## src/rtl/seven_seg_capture_pkg.sv

```systemverilog
// rtl/seven_seg_capture_pkg.sv - shared segment patterns, anode slots and capture FSM states
//
// Purpose: constants shared between the seven-segment capture block and the
// display-controller bench.
//   SEG_0..SEG_9 : active-high segment patterns, bit [0]=a .. [6]=g
//   SLOT_*       : anode bit index for each display digit
//   state_e      : capture FSM states
package seven_seg_capture_pkg;

    localparam logic [0:6] SEG_0 = 7'b1111110;
    localparam logic [0:6] SEG_1 = 7'b0110000;
    localparam logic [0:6] SEG_2 = 7'b1101101;
    localparam logic [0:6] SEG_3 = 7'b1111001;
    localparam logic [0:6] SEG_4 = 7'b0110011;
    localparam logic [0:6] SEG_5 = 7'b1011011;
    localparam logic [0:6] SEG_6 = 7'b1011111;
    localparam logic [0:6] SEG_7 = 7'b1110000;
    localparam logic [0:6] SEG_8 = 7'b1111111;
    localparam logic [0:6] SEG_9 = 7'b1111011;

    localparam logic [1:0] SLOT_MIN_LSD = 2'd0;
    localparam logic [1:0] SLOT_MIN_MSD = 2'd1;
    localparam logic [1:0] SLOT_HR_LSD  = 2'd2;
    localparam logic [1:0] SLOT_HR_MSD  = 2'd3;

    typedef enum logic [1:0] {
        SCAN  = 2'd0,
        CHECK = 2'd1,
        PUB   = 2'd2
    } state_e;

endpackage

```

## src/rtl/seven_seg_capture_seg_to_digit.sv

```systemverilog
// rtl/seven_seg_capture_seg_to_digit.sv - combinational seven-segment to BCD decoder
//
// Purpose: map a segment pattern back to its decimal digit.
// Ports:
//   seg     in  [0:6] segment pattern, [0]=a .. [6]=g
//   bcd     out [0:3] decoded digit 0..9 (0 when illegal)
//   illegal out 1     pattern is not one of the ten digit shapes (blank included)
module seg_to_digit
    import seven_seg_capture_pkg::*;
(
    input  logic [0:6] seg,
    output logic [0:3] bcd,
    output logic       illegal
);

    always_comb begin
        bcd     = 4'd0;
        illegal = 1'b0;
        case (seg)
            SEG_0:   bcd = 4'd0;
            SEG_1:   bcd = 4'd1;
            SEG_2:   bcd = 4'd2;
            SEG_3:   bcd = 4'd3;
            SEG_4:   bcd = 4'd4;
            SEG_5:   bcd = 4'd5;
            SEG_6:   bcd = 4'd6;
            SEG_7:   bcd = 4'd7;
            SEG_8:   bcd = 4'd8;
            SEG_9:   bcd = 4'd9;
            default: illegal = 1'b1;
        endcase
    end

endmodule

```

## src/rtl/seven_seg_capture.sv

```systemverilog
// rtl/seven_seg_capture.sv - recover HH:MM from a multiplexed 4-digit seven-segment scan
//
// Purpose: sample anode/segment lines, debounce each digit, decode it to BCD,
// and after a complete scan publish binary minutes and hours.
// Ports:
//   clk          in   system clock, rising edge
//   reset        in   synchronous active-high reset
//   anode        in   [0:3] one-hot digit select ([0]=min LSD .. [3]=hr MSD)
//   segment      in   [0:6] active-high segments, [0]=a .. [6]=g
//   min          out  [0:5] last published minutes 0..59
//   hr           out  [0:5] last published hours 0..23
//   frame_valid  out  pulse, min/hr carry a freshly published frame
//   digit_err    out  pulse, an accepted pattern was not a digit
//   range_err    out  pulse, a complete frame had min>59 or hr>23
//   stale        out  level, no frame published for TIMEOUT_CYCLES cycles
module seven_seg_capture
    import seven_seg_capture_pkg::*;
#(
    parameter int SETTLE_CYCLES  = 4,
    parameter int TIMEOUT_CYCLES = 1048576,
    parameter int TMO_W          = 21
) (
    input  logic       clk,
    input  logic       reset,
    input  logic [0:3] anode,
    input  logic [0:6] segment,
    output logic [0:5] min,
    output logic [0:5] hr,
    output logic       frame_valid,
    output logic       digit_err,
    output logic       range_err,
    output logic       stale
);

    // The settle counter saturates at SETTLE_CYCLES-1, so it only needs to hold that value.
    localparam int CNT_W = (SETTLE_CYCLES > 1) ? $clog2(SETTLE_CYCLES) : 1;
    localparam logic [CNT_W-1:0] CNT_MAX = CNT_W'(SETTLE_CYCLES - 1);
    localparam logic [TMO_W-1:0] TMO_MAX = TMO_W'(TIMEOUT_CYCLES);

    logic [0:3]       anode_q;
    logic [0:6]       seg_q;
    logic [10:0]      prev_q;
    logic [CNT_W-1:0] cnt_q, cnt_d;
    logic [3:0]       mask_q, mask_d;
    logic [3:0]       slot_q [4];
    logic [3:0]       slot_d [4];
    state_e           state_q, state_d;
    logic [5:0]       min_q, min_d, hr_q, hr_d;
    logic [TMO_W-1:0] tmo_q, tmo_d;

    logic       same, onehot, accept, dig_illegal, in_range;
    logic [0:3] dig_bcd;
    logic [1:0] slot_idx;
    logic [6:0] mins_w, hrs_w;

    seg_to_digit u_seg_to_digit (
        .seg     (seg_q),
        .bcd     (dig_bcd),
        .illegal (dig_illegal)
    );

    assign same   = ({anode_q, seg_q} == prev_q);
    assign onehot = $onehot(anode_q);

    always_comb begin
        cnt_d = '0;
        if (same && onehot) begin
            cnt_d = (cnt_q == CNT_MAX) ? cnt_q : cnt_q + 1'b1;
        end
    end

    // Fire only on the transition into the saturated count; a pattern that was
    // already saturated last cycle has been accepted and must not fire again.
    assign accept = onehot && (cnt_d == CNT_MAX) && !(same && (cnt_q == CNT_MAX));

    always_comb begin
        slot_idx = '0;
        for (int i = 0; i < 4; i++) begin
            if (anode_q[i]) begin
                slot_idx = 2'(i);
            end
        end
    end

    assign mins_w   = 7'(slot_q[SLOT_MIN_MSD]) * 7'd10 + 7'(slot_q[SLOT_MIN_LSD]);
    assign hrs_w    = 7'(slot_q[SLOT_HR_MSD]) * 7'd10 + 7'(slot_q[SLOT_HR_LSD]);
    assign in_range = (mins_w <= 7'd59) && (hrs_w <= 7'd23);

    // min/hr and the timeout counter are updated on the edge into PUB so the
    // new values are already visible in the cycle frame_valid is high.
    always_comb begin
        state_d = state_q;
        mask_d  = mask_q;
        slot_d  = slot_q;
        min_d   = min_q;
        hr_d    = hr_q;
        case (state_q)
            SCAN: begin
                if (accept) begin
                    if (dig_illegal) begin
                        mask_d = '0;
                    end else begin
                        slot_d[slot_idx] = dig_bcd;
                        mask_d[slot_idx] = 1'b1;
                    end
                end
                if (mask_d == 4'b1111) begin
                    state_d = CHECK;
                end
            end
            CHECK: begin
                if (in_range) begin
                    state_d = PUB;
                    min_d   = mins_w[5:0];
                    hr_d    = hrs_w[5:0];
                end else begin
                    state_d = SCAN;
                    mask_d  = '0;
                end
            end
            PUB: begin
                state_d = SCAN;
                mask_d  = '0;
            end
            default: begin
                state_d = SCAN;
                mask_d  = '0;
            end
        endcase
    end

    always_comb begin
        if (state_d == PUB) begin
            tmo_d = '0;
        end else if (tmo_q == TMO_MAX) begin
            tmo_d = tmo_q;
        end else begin
            tmo_d = tmo_q + 1'b1;
        end
    end

    always_ff @(posedge clk) begin
        if (reset) begin
            anode_q <= '0;
            seg_q   <= '0;
            prev_q  <= '0;
            cnt_q   <= '0;
            mask_q  <= '0;
            state_q <= SCAN;
            min_q   <= '0;
            hr_q    <= '0;
            tmo_q   <= '0;
            for (int i = 0; i < 4; i++) begin
                slot_q[i] <= '0;
            end
        end else begin
            anode_q <= anode;
            seg_q   <= segment;
            prev_q  <= {anode_q, seg_q};
            cnt_q   <= cnt_d;
            mask_q  <= mask_d;
            state_q <= state_d;
            min_q   <= min_d;
            hr_q    <= hr_d;
            tmo_q   <= tmo_d;
            slot_q  <= slot_d;
        end
    end

    // Pulses are masked while reset is high so a frame in flight cannot leak out.
    assign frame_valid = !reset && (state_q == PUB);
    assign range_err   = !reset && (state_q == CHECK) && !in_range;
    assign digit_err   = !reset && (state_q == SCAN) && accept && dig_illegal;
    assign stale       = (tmo_q == TMO_MAX);
    assign min         = min_q;
    assign hr          = hr_q;

endmodule

```

## config.mk

```make
export PLATFORM = sky130hd
export DESIGN_NAME = seven_seg_capture
export DESIGN_NICKNAME = d
export VERILOG_FILES = /design/src/rtl/seven_seg_capture_pkg.sv /design/src/rtl/seven_seg_capture_seg_to_digit.sv /design/src/rtl/seven_seg_capture.sv
export SDC_FILE = /design/constraint.sdc
export NUM_CORES = 1
export LEC_CHECK = 0
export ABC_CLOCK_PERIOD_IN_PS = 7600
export BUFFER_PORTS_ARGS = -buffer_cell sky130_fd_sc_hd__buf_2
export CAP_MARGIN = 20
export CORE_MARGIN = 5
export CORE_UTILIZATION = 35
export CTS_BUF_LIST = sky130_fd_sc_hd__clkbuf_4 sky130_fd_sc_hd__clkbuf_8
export DETAILED_ROUTE_END_ITERATION = 10
export PLACE_DENSITY = 0.54
export RECOVER_POWER = 50
export SYNTH_ARGS = -nofsm -noshare
export SYNTH_HDL_FRONTEND = slang
export SYNTH_SLANG_ARGS = --single-unit
```

## constraint.sdc

```tcl
create_clock -name clk -period 7.6 [get_ports clk]
set_input_delay 0.76 -clock clk [delete_from_list [all_inputs] [get_ports clk]]
set_output_delay 0.76 -clock clk [all_outputs]
set_load 0.005 [all_outputs]
```

==> out/qor.txt <==
critical path's largest stage delay - 540 ps
Pre-antenna DRT Iters - 4
via count - 2902
Unique masters post-synth - 54
Placed Cells incl. Taps - 568
vias in the first global route - 2929
Hold Fails Final Rpt - 0
die area - 13600 um^2
failing checks - max-capacitance violations, max-slew violations
clk_lat worst skew - 350 ps
Synth async-reset ratio - 0%
min-delay worst type - reg -> reg
slack of the worst reg-to-reg path - 4030 ps
synthesized flop and latch total - 79
Synth Warn # - 0
Mapped Area - 3960 um^2
gr usage total - 12.7%
CTS HTree Levels - 3
IO buf count - 28
slew margin rel. - -27.1%
Int Pwr - 568 uW
Pwr per Cell Area - 174 nW/um^2
Highest Clock Rate - 251 MHz
initial antenna violation count - 0
syn nets - 451
Nets - 475
cell mode on critical path - ha_1
Sink Count - 79
die width - 116 um
peak supply drop - 0.0896 mV
hold_buf cts - 0
CP Launch Type - flip-flop
CTS root buf - clkbuf_8
most used flip-flop cell after synthesis - dfxtp_1
number of synthesized flops with an enable pin - 0
Final Routed Wirelength - 7.84 mm
placer congestion estimate - 0.779
first-pass GRT wire length - 13.8 mm
Ant. Diodes - 0
min Tclk post-route - 3980 ps
Final setup viols - 0
die height - 116 um
Reg clk slew, reported paths - 80 ps
vias per cell - 4.97
CTS tree - yes
hold depth - 1
max-cap violations - 1
sw power - 190 uW
DRC viols - 0
Worst setup endpoint - range_err
post_cts resized - 0
WP data required - 6840 ps
Fin Setup TNS - 0 ps
Reg power frac - 56.7%
Critical-path top delay cell - or4_4
number of cells produced by synthesis - 415
maximum root-to-sink buffer count - 2
row cnt - 38
period utilization - 52.4%
Setup Fix Bufs, Post-CTS - 0
Worst Max-Slew Pin Slew - 1910 ps
status - finished, violations left
Max Fanout on Critical Path - 4
Initial Util - 36.1%
clock power share - 37.8%
RSZ-0062 raised after global routing - false
Layout Cells excl Fill - 584
Ports - 29
largest net degree at the start of global routing - 49
post-route ant nets - 0
worst reg-to-reg path cell count - 10
Net Sw Frac - 25.0%
Worst Setup SP - slot_q[1]$_SDFFE_PP0P_
Worst R2R End - tmo_q[15]$_SDFFE_PP0N_
DR iter-0 viols - 102
Combinational Power Share - 5.5%
TritonCTS buffer count - 9
Leakage - 0.00178 uW
syn_area_per_cell - 9.55 um^2
core area - 11000 um^2
critical path class - reg -> out
Worst Clk Skew - 16.6 ps
crit-path cells - ha_1, ha_1, inv_1, fa_1, nand2b_1, or4_4, a211oi_1, nor4b_2, nor2_1, buf_2
Seq/Total Area, Yosys - 39.9%
ratio of cells with drive above 1 in the final layout - 11.0%
WL/cell - 13.4 um
hpwl dp - 5.70 mm
reg2reg start - slot_q[1]$_SDFFE_PP0P_
Final Slew Violations - 49
crit end category - output pin
grt total ovfl - 0
Area Growth Syn to Fin - 10.0%
CP arrival - 3220 ps
## synthesized netlist by cell type, types with 6 or more instances
master    instances  area share [%]
dfxtp_1          79              40
nor2_1           43             4.1
nor2b_1          27             4.3
xor2_1           22             4.9
ha_1             18             5.7
inv_1            17             1.6
nand2_1          16             1.5
xnor2_1          16             3.5
nand2b_1         15             2.4
mux2i_1          14             3.5
nand3_1          12             1.5
a21oi_1          11             1.4
and3_1           11             1.7
nand4_1          10             1.6
a22o_1            9             2.0
clkbuf_1          8            0.76
nor3_1            7            0.88
o21ai_0           6            0.76
## worst min-delay path by stage
| stage | startpoint | slack (ps) | end |
|---|---|---|---|
| 3_3_place_gp | hr[0]$_SDFFE_PP0P_ | 440 | hr[0]$_SDFFE_PP0P_ |
| 4_1_cts | hr[0]$_SDFFE_PP0P_ | 470 | hr[0]$_SDFFE_PP0P_ |
| 6_report | hr[0]$_SDFFE_PP0P_ | 460 | hr[0]$_SDFFE_PP0P_ |
| 3_5_place_dp | hr[0]$_SDFFE_PP0P_ | 440 | hr[0]$_SDFFE_PP0P_ |
| 2_1_floorplan | slot_q[12]$_SDFFE_PP0P_ | 440 | min[5]$_SDFFE_PP0P_ |
| 5_1_grt | min[4]$_SDFFE_PP0P_ | 490 | min[4]$_SDFFE_PP0P_ |
## registers in the layout, indices dropped and copies added (netlist names), 4 cells and up
register and flops:
seg_q 7, tmo_q 21, prev_q 11, mask_q 4, min 6, anode_q 4
slot_q 16, hr 6
## critical path: cells and delay by family, from the launching register on
| family | cells | cell delay, ps |
|---|---|---|
| adder cells (fa/ha/maj) | 3 | 920 |
| AO/OA/AOI/OAI | 1 | 320 |
| buffers and inverters | 2 | 190 |
| flip-flops | 1 | 350 |
| AND/OR/NAND/NOR | 4 | 1090 |
## layer usage
layer / vias up / wire, um / track usage (%)
met4: 0 / 110 / 3.79
li1: 1491 / - / -
met5: - / 0 / 0
met3: 11 / 229 / 3.68
met1: 1364 / 3760 / 16.1
met2: 36 / 3740 / 21.1
## cell families after synthesis
family,after synthesis,synth area share [%]
AOI/OAI and AO/OA,46,8.68
muxes,19,4.96
xor gates and xnor gates,38,8.40
buffers and inverters,33,3.79
adders and majority gates,23,8.21
and+or+nand+nor,177,26.1
DFF,79,39.9
## cell usage in the layout (no fill, tap or decap), types with 2 or more instances in the layout
| cell type | count |
|---|---|
| xnor2_1 | 16 |
| nand2b_1 | 15 |
| a211o_1 | 3 |
| o2bb2ai_1 | 2 |
| clkbuf_8 | 10 |
| nor4_4 | 2 |
| a21oi_1 | 11 |
| or3_1 | 2 |
| fa_1 | 5 |
| xor2_1 | 22 |
| inv_1 | 17 |
| nand3_1 | 12 |
| nor3_1 | 7 |
| o21ai_0 | 6 |
| ha_1 | 18 |
| and4_1 | 3 |
| or2_2 | 3 |
| mux2i_1 | 14 |
| clkinv_2 | 2 |
| a2111oi_0 | 2 |
| and2_1 | 4 |
| a211oi_1 | 2 |
| inv_6 | 2 |
| nand4_1 | 10 |
| clkinvlp_4 | 2 |
| nor4_1 | 5 |
| and3_1 | 11 |
| clkbuf_1 | 12 |
| nand2_1 | 16 |
| buf_2 | 16 |
| mux2_2 | 5 |
| a22o_1 | 9 |
| nor3b_1 | 4 |
| a31oi_1 | 2 |
| nor2b_1 | 27 |
| a41oi_1 | 4 |
| nor2_1 | 43 |
| dfxtp_1 | 79 |
| nor4b_1 | 2 |
## power by group through the flow
stage                     Clock (uW)  Combinational [uW]  Sequential [uW]
after detailed placement           0                41.9              439
after global placement             0                40.8              439
after CTS                        301                42.3              429
after global routing             318                47.8              431
final                            287                41.6              429
after floorplan                    0                37.8              434
## layout make-up
| type | instances | area (um^2) |
|---|---|---|
| Timing Repair Buffer | 29 | 133 |
| Clock inverter | 6 | 42.5 |
| Clock buffer | 10 | 138 |
| Inverter | 17 | 63.8 |
| Fill cell | 1098 | 6620 |
| Sequential cell | 79 | 1580 |
| Multi-Input combinational cell | 303 | 2230 |
| Tap cell | 140 | 175 |
## through the flow
stage / setup WS [ps] / hold slack [ps] / total power, uW / area [um^2] / utilization, %
global route: 3390 / 493 / 796 / 4360 / 39.7
global placement: 4090 / 439 / 480 / 4200 / 38.2
finish: 3620 / 464 / 758 / 4360 / 39.7
floorplan: 4280 / 441 / 471 / 3960 / -
CTS: 3590 / 470 / 773 / 4380 / 39.9
detailed placement: 4000 / 443 / 481 / 4200 / 38.2
Power figures use the tool's default switching activity.
